`src/rtl/cipher_datapath.sv`:
```
`default_nettype none
// ============================================================================
// Module   : cipher_datapath
// Purpose  : Byte datapath that follows the 2-phase encode/decode controller.
//            It loads two bytes, derives an 8-bit key in two rounds, then
//            encodes or decodes byte A. It tracks the controller sequence
//            itself and refuses to act on illegal codes or transitions.
// Revision : 1.0 - initial release
// ============================================================================
module cipher_datapath #(
    parameter logic [7:0]  KEY_CONST = 8'hA5,
    parameter logic [7:0]  ROUND_ADD = 8'h3C,
    parameter int unsigned ROT       = 3      // meaningful range 1..7
) (
    input  logic       clka,
    input  logic       restart_n,
    input  logic [2:0] state,
    input  logic [7:0] data_in,
    input  logic       clr_err,
    output logic [7:0] data_out,
    output logic       out_valid,
    output logic [7:0] key,
    output logic       seq_err,
    output logic [7:0] op_count
);

    // Controller state codes
    localparam logic [2:0] S_IDLE = 3'b000;
    localparam logic [2:0] S_LB1  = 3'b101;
    localparam logic [2:0] S_LB2  = 3'b110;
    localparam logic [2:0] S_KG1  = 3'b001;
    localparam logic [2:0] S_KG2  = 3'b010;
    localparam logic [2:0] S_ENC  = 3'b011;
    localparam logic [2:0] S_DEC  = 3'b100;

    logic [2:0] prev_state;
    logic [7:0] byte_a;
    logic [7:0] byte_b;

    logic       entry;
    logic       legal;
    logic [7:0] enc_result;
    logic [7:0] dec_result;
    logic [7:0] kg1_result;
    logic [7:0] kg2_result;

    // Rotate an 8-bit value left by n (0..7) using a doubled copy.
    function automatic logic [7:0] rotl8(input logic [7:0] x, input int unsigned n);
        logic [15:0] tmp;
        tmp = {x, x} << n;
        return tmp[15:8];
    endfunction

    // Rotate an 8-bit value right by n (0..7) using a doubled copy.
    function automatic logic [7:0] rotr8(input logic [7:0] x, input int unsigned n);
        logic [15:0] tmp;
        tmp = {x, x} >> n;
        return tmp[7:0];
    endfunction

    // Entry detection and transition legality against the tracked previous code.
    // Moving to IDLE is always allowed; code 111 never matches a legal entry.
    always_comb begin
        entry = (state != prev_state);
        legal = 1'b0;
        if (state == S_IDLE) begin
            legal = 1'b1;
        end else begin
            case (prev_state)
                S_IDLE:  legal = (state == S_LB1);
                S_LB1:   legal = (state == S_LB2);
                S_LB2:   legal = (state == S_KG1);
                S_KG1:   legal = (state == S_KG2);
                S_KG2:   legal = (state == S_ENC) || (state == S_DEC);
                default: legal = 1'b0;
            endcase
        end
    end

    // Byte arithmetic for each action.
    always_comb begin
        kg1_result = {byte_b[3:0], byte_b[7:4]} ^ KEY_CONST;
        kg2_result = rotl8(key, 1) + ROUND_ADD;
        enc_result = rotl8(byte_a ^ key, ROT);
        dec_result = rotr8(byte_a, ROT) ^ key;
    end

    // Sequence tracking, error flag and per-state register actions.
    // An illegal entry forces prev_state back to IDLE so only IDLE or LB1
    // can legally follow it.
    always_ff @(posedge clka or negedge restart_n) begin
        if (!restart_n) begin
            prev_state <= S_IDLE;
            byte_a     <= 8'h00;
            byte_b     <= 8'h00;
            key        <= 8'h00;
            data_out   <= 8'h00;
            out_valid  <= 1'b0;
            seq_err    <= 1'b0;
            op_count   <= 8'h00;
        end else begin
            out_valid  <= 1'b0;
            prev_state <= state;
            if (clr_err) begin
                seq_err <= 1'b0;
            end
            if (entry) begin
                if (!legal) begin
                    // A new error overrides a simultaneous clear.
                    seq_err    <= 1'b1;
                    prev_state <= S_IDLE;
                end else begin
                    case (state)
                        S_LB1: byte_a <= data_in;
                        S_LB2: byte_b <= data_in;
                        S_KG1: key    <= kg1_result;
                        S_KG2: key    <= kg2_result;
                        S_ENC: begin
                            data_out  <= enc_result;
                            out_valid <= 1'b1;
                            if (op_count != 8'hFF) begin
                                op_count <= op_count + 8'd1;
                            end
                        end
                        S_DEC: begin
                            data_out  <= dec_result;
                            out_valid <= 1'b1;
                            if (op_count != 8'hFF) begin
                                op_count <= op_count + 8'd1;
                            end
                        end
                        default: ;
                    endcase
                end
            end
        end
    end

endmodule
`default_nettype wire

```
`config.mk`:
```
export PLATFORM = sky130hd
export DESIGN_NAME = cipher_datapath
export DESIGN_NICKNAME = d
export VERILOG_FILES = /design/src/rtl/cipher_datapath.sv
export SDC_FILE = /design/constraint.sdc
export NUM_CORES = 1
export LEC_CHECK = 0
export CORE_ASPECT_RATIO = 1.2
export CORE_MARGIN = 1
export CORE_UTILIZATION = 47
export CTS_BUF_LIST = sky130_fd_sc_hd__clkbuf_16
export CTS_CLUSTER_SIZE = 14
export DETAILED_ROUTE_END_ITERATION = 7
export PLACE_DENSITY_LB_ADDON = 0.1
export SLEW_MARGIN = 20
export SYNTH_ARGS = -nofsm -noshare
export SYNTH_HDL_FRONTEND = slang
export SYNTH_SLANG_ARGS = --single-unit
export TNS_END_PERCENT = 30
```
`constraint.sdc`:
```
create_clock -name clka -period 1.9 [get_ports clka]
set_input_delay 0.19 -clock clka [delete_from_list [all_inputs] [get_ports clka]]
set_output_delay 0.19 -clock clka [all_outputs]
set_load 0.05 [all_outputs]
```
### After elaboration in Yosys (flattened, before gate mapping)

Index checks and enable logic that the tools add are counted.

* register bits: 45
* output and inout bits: 26
* input port bits: 14

* eq/ne operators: 12
* add/sub/neg operators: 2
* bitwise logic cells: 3
* reduce and logical (&&, ||, !) cells: 11
* mux-type cells: 12

Operator list (number)
* one-hot mux 8 bit (2 select lines): 2
* XOR 8 bit: 2
* equality test 3 bit (second input constant): 5
* AND reduction 3 bit: 4
* equality test 3 x 2 -> 1 bit (second input constant): 3
* adder 8 x 1 -> 8 bit (second input constant): 1
* adder 8 x 6 -> 8 bit (second input constant): 1
* != test 8 bit (second input constant): 1
* 2-to-1 mux 1 bit: 7
* equality test 3 x 1 -> 1 bit (second input constant): 2
* zero test 3 bit: 2
* 2-to-1 mux 3 bit: 2
* one-hot mux 1 bit (5 select lines): 1
* NOT 4 bit: 1
* AND reduction 4 bit: 1
* nonzero test 2 bit: 2
* != test 3 bit: 1
* OR reduction 2 bit: 1
* logical OR 1 bit: 1

### Depth between registers and ports, before layout

Gate-level depths: netlist of run 1.

* depth after elaboration: 6
* depth in mapped cells: 7
* gate-level depth less buffers: 6

### Worst setup path after synthesis of run 1

OpenSTA, ideal clock, no wires.

* path type: register -> register
* start point: register key[1]
* end point: register key[6]
* data required time: 1.775 ns
* library setup time: 0.125 ns
* setup slack: -0.082 ns
* arrival time: 1.858 ns
* stages on the path, launching flop included: 7
* period minus slack after synthesis: 1.982 ns
* path buffers: 0
* cells stage by stage: dfrtp_1 -> inv_1 -> ha_1 -> nor3b_1 -> xnor2_1 -> mux2_2 -> mux2_2

* longest elaborated chain between the ends: 2

Ends and longest elaborated chain
* start, declared: RTL line 22 `output logic [7:0] key,`
* start signal, assigned: RTL line 116 `S_KG1: key <= kg1_result;`
* start signal, assigned: RTL line 117 `S_KG2: key <= kg2_result;`
* adder 8 x 6 -> 8 bit: RTL line 83 `kg2_result = rotl8(key, 1) + ROUND_ADD;`
* one-hot mux 8 bit (2 select lines): RTL line 113 `case (state)`

Every way passes these cells.
A chain may end at the register's enable or synchronous reset.

### Worst setup path in the final report of run 1

* start point: input state[2]
* end point: register op_count[5]

* longest elaborated chain between the ends: 5
* elaborated cells on any way between the ends: 13
* classes of those cells: eq/ne: 7; mux: 2; reduce/logical: 4

Ends and longest elaborated chain
* start, declared: RTL line 17 `input logic [2:0] state,`
* equality test 3 x 2 -> 1 bit or equality test 3 bit (tied branches): RTL line 74, 113
* logical OR 1 bit: RTL line 74 `S_KG2: legal = (state == S_ENC) || (state == S_DEC);`
* one-hot mux 1 bit (5 select lines): RTL line 69 `case (prev_state)`
* 2-to-1 mux 1 bit: RTL line 66 `if (state == S_IDLE) begin`
* AND reduction 4 bit (no source line) (*)
* end signal, assigned: RTL line 122 `op_count <= op_count + 8'd1;`
* end signal, assigned: RTL line 129 `op_count <= op_count + 8'd1;`
* end, declared: RTL line 24 `output logic [7:0] op_count`

Mark *: on every way between the ends. The rest lies on a longest branch, timed or not.

==> results of run 1 <==
[through the flow]
stage / setup WS (ps) / hold WS (ps) / util [%] / area [µm²]
2_1_floorplan: 76.14 / -105.6 / - / 2380
3_3_place_gp: -222.4 / 241.7 / 60.61 / 2973
3_5_place_dp: -263.3 / 241.8 / 60.61 / 2973
4_1_cts: 29.11 / 480.0 / 63.67 / 3123
5_1_grt: 6.763 / 506.2 / 63.85 / 3132
6_report: 70.07 / 460.5 / 63.85 / 3132
[synth_stat cells, drive strengths merged]
cell      n
dfrtp    45
mux2     25
nand2    17
xnor2    14
nor2     13
o21ai    12
xor2     12
a21oi    11
clkbuf    8
mux2i     7
buf       5
inv       5
nor3      5
nand3     4
a21boi    3
nand2b    3
nand4     3
a31o      2
a31oi     2
ha        2
nand3b    2
nand4bb   2
nor3b     2
nor4b     2
o211ai    2
a211o     1
a22o      1
a41oi     1
and2      1
and3b     1
and4      1
nand4b    1
nor2b     1
o41ai     1
or2       1
or3b      1
[per-layer routing]
metal  routed length [µm]  GRT usage, %  share of wire (%)
met1                 2279         27.26                 46
met2                 2401         34.34                 49
met3                  151         4.286                3.1
met4                   91         8.298                1.8
met5                    0             0                  0
[how the worst max path moves through the flow]
stage	from	endpoint	slack, ps	cells past startpoint
6_report	state[2]	op_count[5]	70	5
4_1_cts	state[2]	op_count[5]	30	5
3_3_place_gp	state[2]	op_count[7]	-220	5
5_1_grt	state[2]	op_count[5]	7	5
2_1_floorplan	key[3]	key[7]	80	5
3_5_place_dp	state[2]	op_count[5]	-260	5
[state kept, by name (all words and copies together) (netlist names)]
signal and cells:
byte_a 8, byte_b 8, data_out 8, key 8, op_count 8, prev_state 3, out_valid 1, seq_err 1
[power groups by stage]
stage	registers (mW)	logic [mW]	clock network, mW
floorplan	2.13	0.716	0
global placement	1.51	2.01	0
detailed placement	1.53	2.04	0
CTS	1.51	2.05	0.844
global route	1.55	2.20	0.884
finish	1.50	2.04	0.819
[logic make-up after synthesis]
kind of cell | after synthesis
AND/OR/NAND/NOR | 60
flip-flops | 45
AO/OA/AOI/OAI | 36
multiplexers | 32
XOR/XNOR | 26
buffers and inverters | 18
adder cells (fa/ha/maj) | 2
[layout by cell type, fill, tap and decap left out, types with 2 or more instances in the layout]
| master | Yosys | routed |
|---|---|---|
| nand4_1 | 3 | 3 |
| xor2_1 | 12 | 12 |
| mux2_2 | 22 | 22 |
| ha_1 | 2 | 2 |
| xnor2_1 | 14 | 14 |
| dfrtp_1 | 45 | 43 |
| nand4bb_1 | 2 | 2 |
| dfrtp_2 | 0 | 2 |
| buf_4 | 0 | 23 |
| nor3b_1 | 2 | 2 |
| nor2_1 | 13 | 13 |
| nand3_1 | 4 | 4 |
| nand2_1 | 17 | 17 |
| o211ai_1 | 2 | 2 |
| clkdlybuf4s50_1 | 0 | 36 |
| nand2b_1 | 3 | 3 |
| a21boi_0 | 3 | 3 |
| nor3_2 | 3 | 3 |
| buf_12 | 0 | 2 |
| nor3_1 | 2 | 2 |
| o21ai_0 | 11 | 11 |
| a31o_2 | 2 | 2 |
| nand3b_1 | 2 | 2 |
| clkbuf_16 | 0 | 5 |
| a31oi_1 | 2 | 2 |
| mux2i_1 | 7 | 7 |
| inv_1 | 4 | 6 |
| a21oi_1 | 10 | 10 |
| nor4b_1 | 2 | 2 |
| mux2_1 | 2 | 2 |
[cell type report]
cell class              count  area [µm²]
well taps                  60       75.07
clock buffers               5       125.1
multi-input cells         156        1176
inverters                   5       23.77
clock inverters             3       15.01
fillers                   426        1773
flip-flops and latches     45        1129
repair buffers             63       588.1
[repair_timing]
item | 4_1_cts | 5_1_grt
buffers inserted | 0 | 0
hold endpoints to repair | 25 | 0
endpoints found under the setup margin | 0 | 2
resized for setup | 0 | 2
hold buffers | 1 | 0
==> summary.txt, run 1 <==
Power and ir drop
  • Internal power: around 2.6 mW
  • Combinational Power Share: around 47%
  • Sw Ratio: approximately two fifths
  • Clock power frac: 18.8%
  • Leak pwr: roughly 1.3 nW
  • Reg power frac: around a third
  • PwrDens: about 1400 mW/mm²
  • Psw: between 1.5 and 2 mW
  • Total power: 4.364 mW
  • Maximum vdd drop: roughly 0.00067 V

Placed design
  • Hpwl dp: roughly 3.5 mm
  • Dpl cells: between 300 and 400
  • Port Buffers: 39
  • Gpl congestion: approximately 0.81

Yosys
  • Distinct cells, synth: 44
  • Post-synth top area cell: dfrtp_1
  • Complex-gate fraction of the synthesized area: a little under a tenth
  • Synth area leaders: dfrtp_1 (47%), mux2_2 (10%), xnor2_1 (5.2%)
  • Main combinational cell family by area after synthesis: multiplexers
  • #FFs+latches synth: between 40 and 50
  • Register area share after synthesis: 47.37%
  • Syn Nets: between 200 and 250
  • Warnings, synthesis: 0
  • Post-Syn Area: between 0.002 and 0.0025 mm²
  • XOR/XNOR share of the synthesized area: under 10%
  • Post-synthesis mux area share: 14.95%
  • Syn Inst Count: 219
  • Simple-gate share of the synthesized area: between 10 and 15%
  • Post-Synth Adder-Cell Area: under 10%
  • Synth top area share: 47.37%
  • Syn avg cell area: around 11 µm²

CTS
  • CTS sink count: 45
  • H-tree levels: 2
  • CTS root buf: clkbuf_16
  • Clock tree buffer depth: 2
  • Clock latency on the worst-skew pair: between 200 and 300 ps
  • TritonCTS buffer count: 5
  • CTS tree: built
  • Register clock-pin slew on the reported worst setup and hold paths: roughly 60 ps

Critical path
  • Worst reg2reg path startpoint: key[1]
  • CP arrival: just under 2000 ps
  • R2R cell count: 6
  • Worst setup SP type: primary input
  • R2R Path End: key[6]
  • CP top delay family: simple AND/OR/NAND/NOR gates
  • Critical path capture point type: flip-flop
  • Worst path slowest cell: clkdlybuf4s50_1
  • CP max stage delay: 460 ps
  • CP Cell Sequence: clkdlybuf4s50_1 > or3b_1 > a211o_4 > nor3_2 > mux2_1
  • Reg2Reg Setup Slack: ~260 ps
  • Critical path class: in2reg
  • Req. time, crit path: 2060 ps
  • CP Max Fanout: 5
  • WP buf/inv: 1

STA
  • Setup violations, final: 0
  • Actual slew at the worst max-slew pin: about 620 ps
  • Rel. slew slack: 58.68%
  • Skew final: 5.229 ps
  • Min Clock Period, post-route: approximately 1800 ps
  • Setup TNS: 0 ps
  • Final worst-path cycle share: between 90 and 100%
  • Slew Limit Fails: 0
  • FMAX: ~550 MHz
  • Final hold vios: 0
  • Unrepaired setup endpoints after global routing: no

Flow run
  • Max Cap Viol: 0

Die
  • Number of core rows: 28
  • Starting Density: between 40 and 50%
  • Top Ports: 40
  • Die height: between 70 and 80 µm
  • Core footprint: 0.004905 mm²
  • Die W: roughly 67 µm
  • Die ar.: 0.005348 mm²

Final layout
  • Finished Layout Cells: 337
  • Fraction of layout cells with a size suffix above 1: roughly a quarter
  • Area delta synth->final: 31.74%
  • Antenna cells: 0
  • Final nets: 292

Route
  • Via Count: around 1800
  • Remaining routing DRC violations: 0
  • Final wirelength: 4.923 mm
  • DR WL/cell: between 10 and 15 µm
  • 1st-iter DRT viols: 83
  • Vias/cell: about 5.2
  • First drt pass iteration count: 4
  • Antenna-violating nets left: 0

Global routing
  • Antenna violations before repair: 0
  • Grt ovf: 0
  • Largest net degree at the start of global routing: 27
  • First-pass GRT wire length: roughly 8.3 mm
  • Total track usage: 21.17%
  • Vias in the first global route: approximately 1700

Outcome
  • Outcome: finished, final reports clean

Worst hold path
  • Tightest Hold Check Type: in2async
(Power assumes the default switching activity.)
==> run 2, diff against run 1 <==
--- a/config.mk
+++ b/config.mk
@@ -11,6 +11,7 @@
 export CTS_BUF_LIST = sky130_fd_sc_hd__clkbuf_16
 export CTS_CLUSTER_SIZE = 14
 export DETAILED_ROUTE_END_ITERATION = 7
+export GPL_TIMING_DRIVEN = 0
 export PLACE_DENSITY_LB_ADDON = 0.1
 export SLEW_MARGIN = 20
 export SYNTH_ARGS = -nofsm -noshare
==> constraint.sdc (replaced) <==
create_clock -name clka -period 1.9 [get_ports clka]
set_input_delay 0.19 -clock clka [delete_from_list [all_inputs] [get_ports clka]]
set_output_delay 0.19 -clock clka [all_outputs]
set_load 0.01 [all_outputs]
==> run 2 against run 1 <==
Net effect: flip-flop and latch count did not move; combinational power fell by 35%; clock skew fell by 0.55 ps; die area did not move; worst setup slack got worse by 27 ps; total power fell by 15%; sequential power rose by 3%; global-route usage fell by 1.3 points; maximum frequency fell by 1.4%; sequential share of layout area rose by 1.2 points; utilization fell by 2.3 points; critical endpoint is now byte_a[3]; largest power group is now sequential cells.
==> summary.txt, run 2 (synthesis gave the netlist of run 1 again) <==
Power and ir drop
  • PwrDens: 1231 mW/mm² (-12%)
  • Total power: 3.719 mW (-15%)
  • Combinational Power Share: 35.8% (-11 points)
  • Psw: 1.220 mW (-32%)
  • Reg power frac: 41.6% (+7.1 points)
  • Internal power: 2.499 mW (-3.1%)
  • Sw Ratio: 32.80% (-8.1 points)
  • Maximum vdd drop: 0.0007536 V (+13%)
  • Clock power frac: 22.5% (+3.7 points)
  • Leak pwr: 1.267 nW (-6.2%)

Critical path
  • Req. time, crit path: 2070 ps (about the same)
  • CP max stage delay: 420 ps (-40 ps)
  • Levels on crit path: 5 (unchanged)
  • CP Cell Sequence: clkbuf_1 > nand2b_1 > nor2_1 > nand3_1 > mux2_2
  • Critical path class: reg2reg
  • WP buf/inv: 1 (unchanged)
  • Worst path slowest cell: mux2_2
  • R2R cell count: 5 (-1)
  • CP arrival: 2020 ps (+30 ps)
  • CP Max Fanout: 10 (+5)
  • Critical path capture point type: flip-flop
  • CP top delay family: simple AND/OR/NAND/NOR gates
  • Worst setup SP type: flip-flop

Placed design
  • Gpl congestion: 0.8109 (+0.72%)
  • Port Buffers: 39 (unchanged)
  • Hpwl dp: 3.434 mm (-3.1%)

Die
  • Top Ports: 40 (unchanged)
  • Die W: 66.93 µm (unchanged)
  • Number of core rows: 28 (unchanged)
  • Die ar.: 0.005348 mm² (unchanged)
  • Starting Density: 48.47% (unchanged)
  • Die height: 79.91 µm (unchanged)
  • Core footprint: 0.004905 mm² (unchanged)

STA
  • Setup violations, final: 0 (unchanged)
  • FMAX: 538.6 MHz (-1.4%)
  • Unrepaired setup endpoints after global routing: yes
  • Rel. slew slack: 67.03% (+8.3 points)
  • Final worst-path cycle share: 97.72% (+1.4 points)
  • Skew final: 4.676 ps (-0.5534 ps)
  • Min Clock Period, post-route: 1857 ps (+26.80 ps)
  • Actual slew at the worst max-slew pin: 494.1 ps (-125.7 ps)
  • Final hold vios: 0 (unchanged)
  • Slew Limit Fails: 0 (unchanged)

Route
  • DR WL/cell: 14.73 µm (+0.82%)
  • Via Count: 1738 (-1.7%)
  • 1st-iter DRT viols: 71 (-14%)
  • First drt pass iteration count: 4 (unchanged)
  • Final wirelength: 4.816 mm (-2.2%)
  • Remaining routing DRC violations: 0 (unchanged)
  • Antenna-violating nets left: 0 (unchanged)
  • Vias/cell: 5.315 (+1.3%)

Final layout
  • Fraction of layout cells with a size suffix above 1: 17.23% (-6.6 points)
  • Fill count: 440 (+3.3%)
  • Most frequent cells in the layout: dfrtp_1 (45), clkdlybuf4s50_1 (35), mux2_2 (22), nand2_1 (17), xnor2_1 (14)
  • Layout Utilization: 61.58% (-2.3 points)
  • Commonest non-fill, non-tap cell in the layout: dfrtp_1
  • Antenna cells: 0 (unchanged)
  • Area delta synth->final: 27.05%
  • Final nets: 282 (-3.4%)

Global routing
  • Grt ovf: 0 (unchanged)
  • Total track usage: 19.91% (-1.3 points)
  • GR Util met2: 31.52% (-2.8 points)
  • GR Layer Usage met3: 3.857% (-0.43 points)
  • Antenna violations before repair: 0 (unchanged)
  • GR Util met1: 26.41% (-0.85 points)
  • Global routing's busiest layer: met2
  • Vias in the first global route: 1629 (-5.1%)
  • Largest net degree at the start of global routing: 26 (-3.7%)
  • First-pass GRT wire length: 7.928 mm (-4.6%)

CTS
  • CTS tree: built
  • Clock latency on the worst-skew pair: 280 ps (about the same)
  • CTS root buf: clkbuf_16
  • Clock tree buffer depth: 2 (unchanged)
  • H-tree levels: 2 (unchanged)
  • Register clock-pin slew on the reported worst setup and hold paths: 60 ps (about the same)
  • TritonCTS buffer count: 5 (unchanged)
  • CTS sink count: 45 (unchanged)

Worst hold path
  • Tightest Hold Check Type: in2async

Outcome
  • Outcome: finished, final reports clean

Flow run
  • Max Cap Viol: 0 (unchanged)
run 2: cell types whose count changed in the layout (fill, tap and decap cells not counted), moves of 2 or more:
cell / previous run / this run
buf_2: 1 / 3
buf_4: 23 / 1
clkbuf_1: 0 / 7
dfrtp_1: 43 / 45
dfrtp_2: 2 / 0
dlygate4sd2_1: 0 / 3
inv_1: 6 / 4
run 2: power groups by stage:
stage / logic, mW / registers (mW) / clock network [mW]
after floorplan: 0.716 / 1.57 / 0
after global placement: 1.31 / 1.55 / 0
after detailed placement: 1.34 / 1.56 / 0
after CTS: 1.35 / 1.55 / 0.854
after global routing: 1.48 / 1.59 / 0.903
final: 1.33 / 1.55 / 0.839
run 2: stage by stage:
stage                     hold WS [ps]  area (µm²)  instances  setup TNS (ps)  setup WS [ps]
after global routing             464.5        3020        327          -464.1         -67.44
after floorplan                 -105.6        2377        219               0          151.1
after CTS                        425.1        3019        328               0          31.73
after detailed placement         182.5        2858        319          -13230         -475.0
after global placement           459.9        2843        318          -41570         -628.4
final                            407.4        3020        327               0          43.27
run 2: final timing paths:
kind,to,slack (ps),from
max in group asynchronous,key[2],990,restart_n
setup reg to reg,byte_a[3],40,prev_state[1]
setup / recovery,byte_a[3],40,prev_state[1]
hold / removal,op_count[1],410,restart_n
min in group clka,data_out[3],480,data_out[3]
hold reg to reg,data_out[3],480,data_out[3]
run 2: per-layer routing:
metal  vias to the layer above  wire length (µm)
li1                        863                 -
met2                        30              2290
met1                       838              2318
met3                         7               113
met5                         -                 0
met4                         0                94
run 2: area by class of cell:
class | instances | area, µm² | share of cell area, %
Tap cell | 60 | 75.07 | 2.485
Sequential cell | 45 | 1126 | 37.28
Clock inverter | 3 | 17.52 | 0.5799
Buffer | 12 | 58.81 | 1.947
Multi-Input combinational cell | 156 | 1182 | 39.15
Clock buffer | 5 | 125.1 | 4.142
Inverter | 5 | 23.77 | 0.7871
Timing Repair Buffer | 41 | 411.6 | 13.63
run 2: what timing repair did:
action	in CTS	in global routing
setup endpoints to repair	16	18
hold buffers	1	0
endpoints found under the hold margin	20	0
buffers inserted	0	0
gates cloned	0	0
pin swaps	0	0
gates resized for setup	6	1
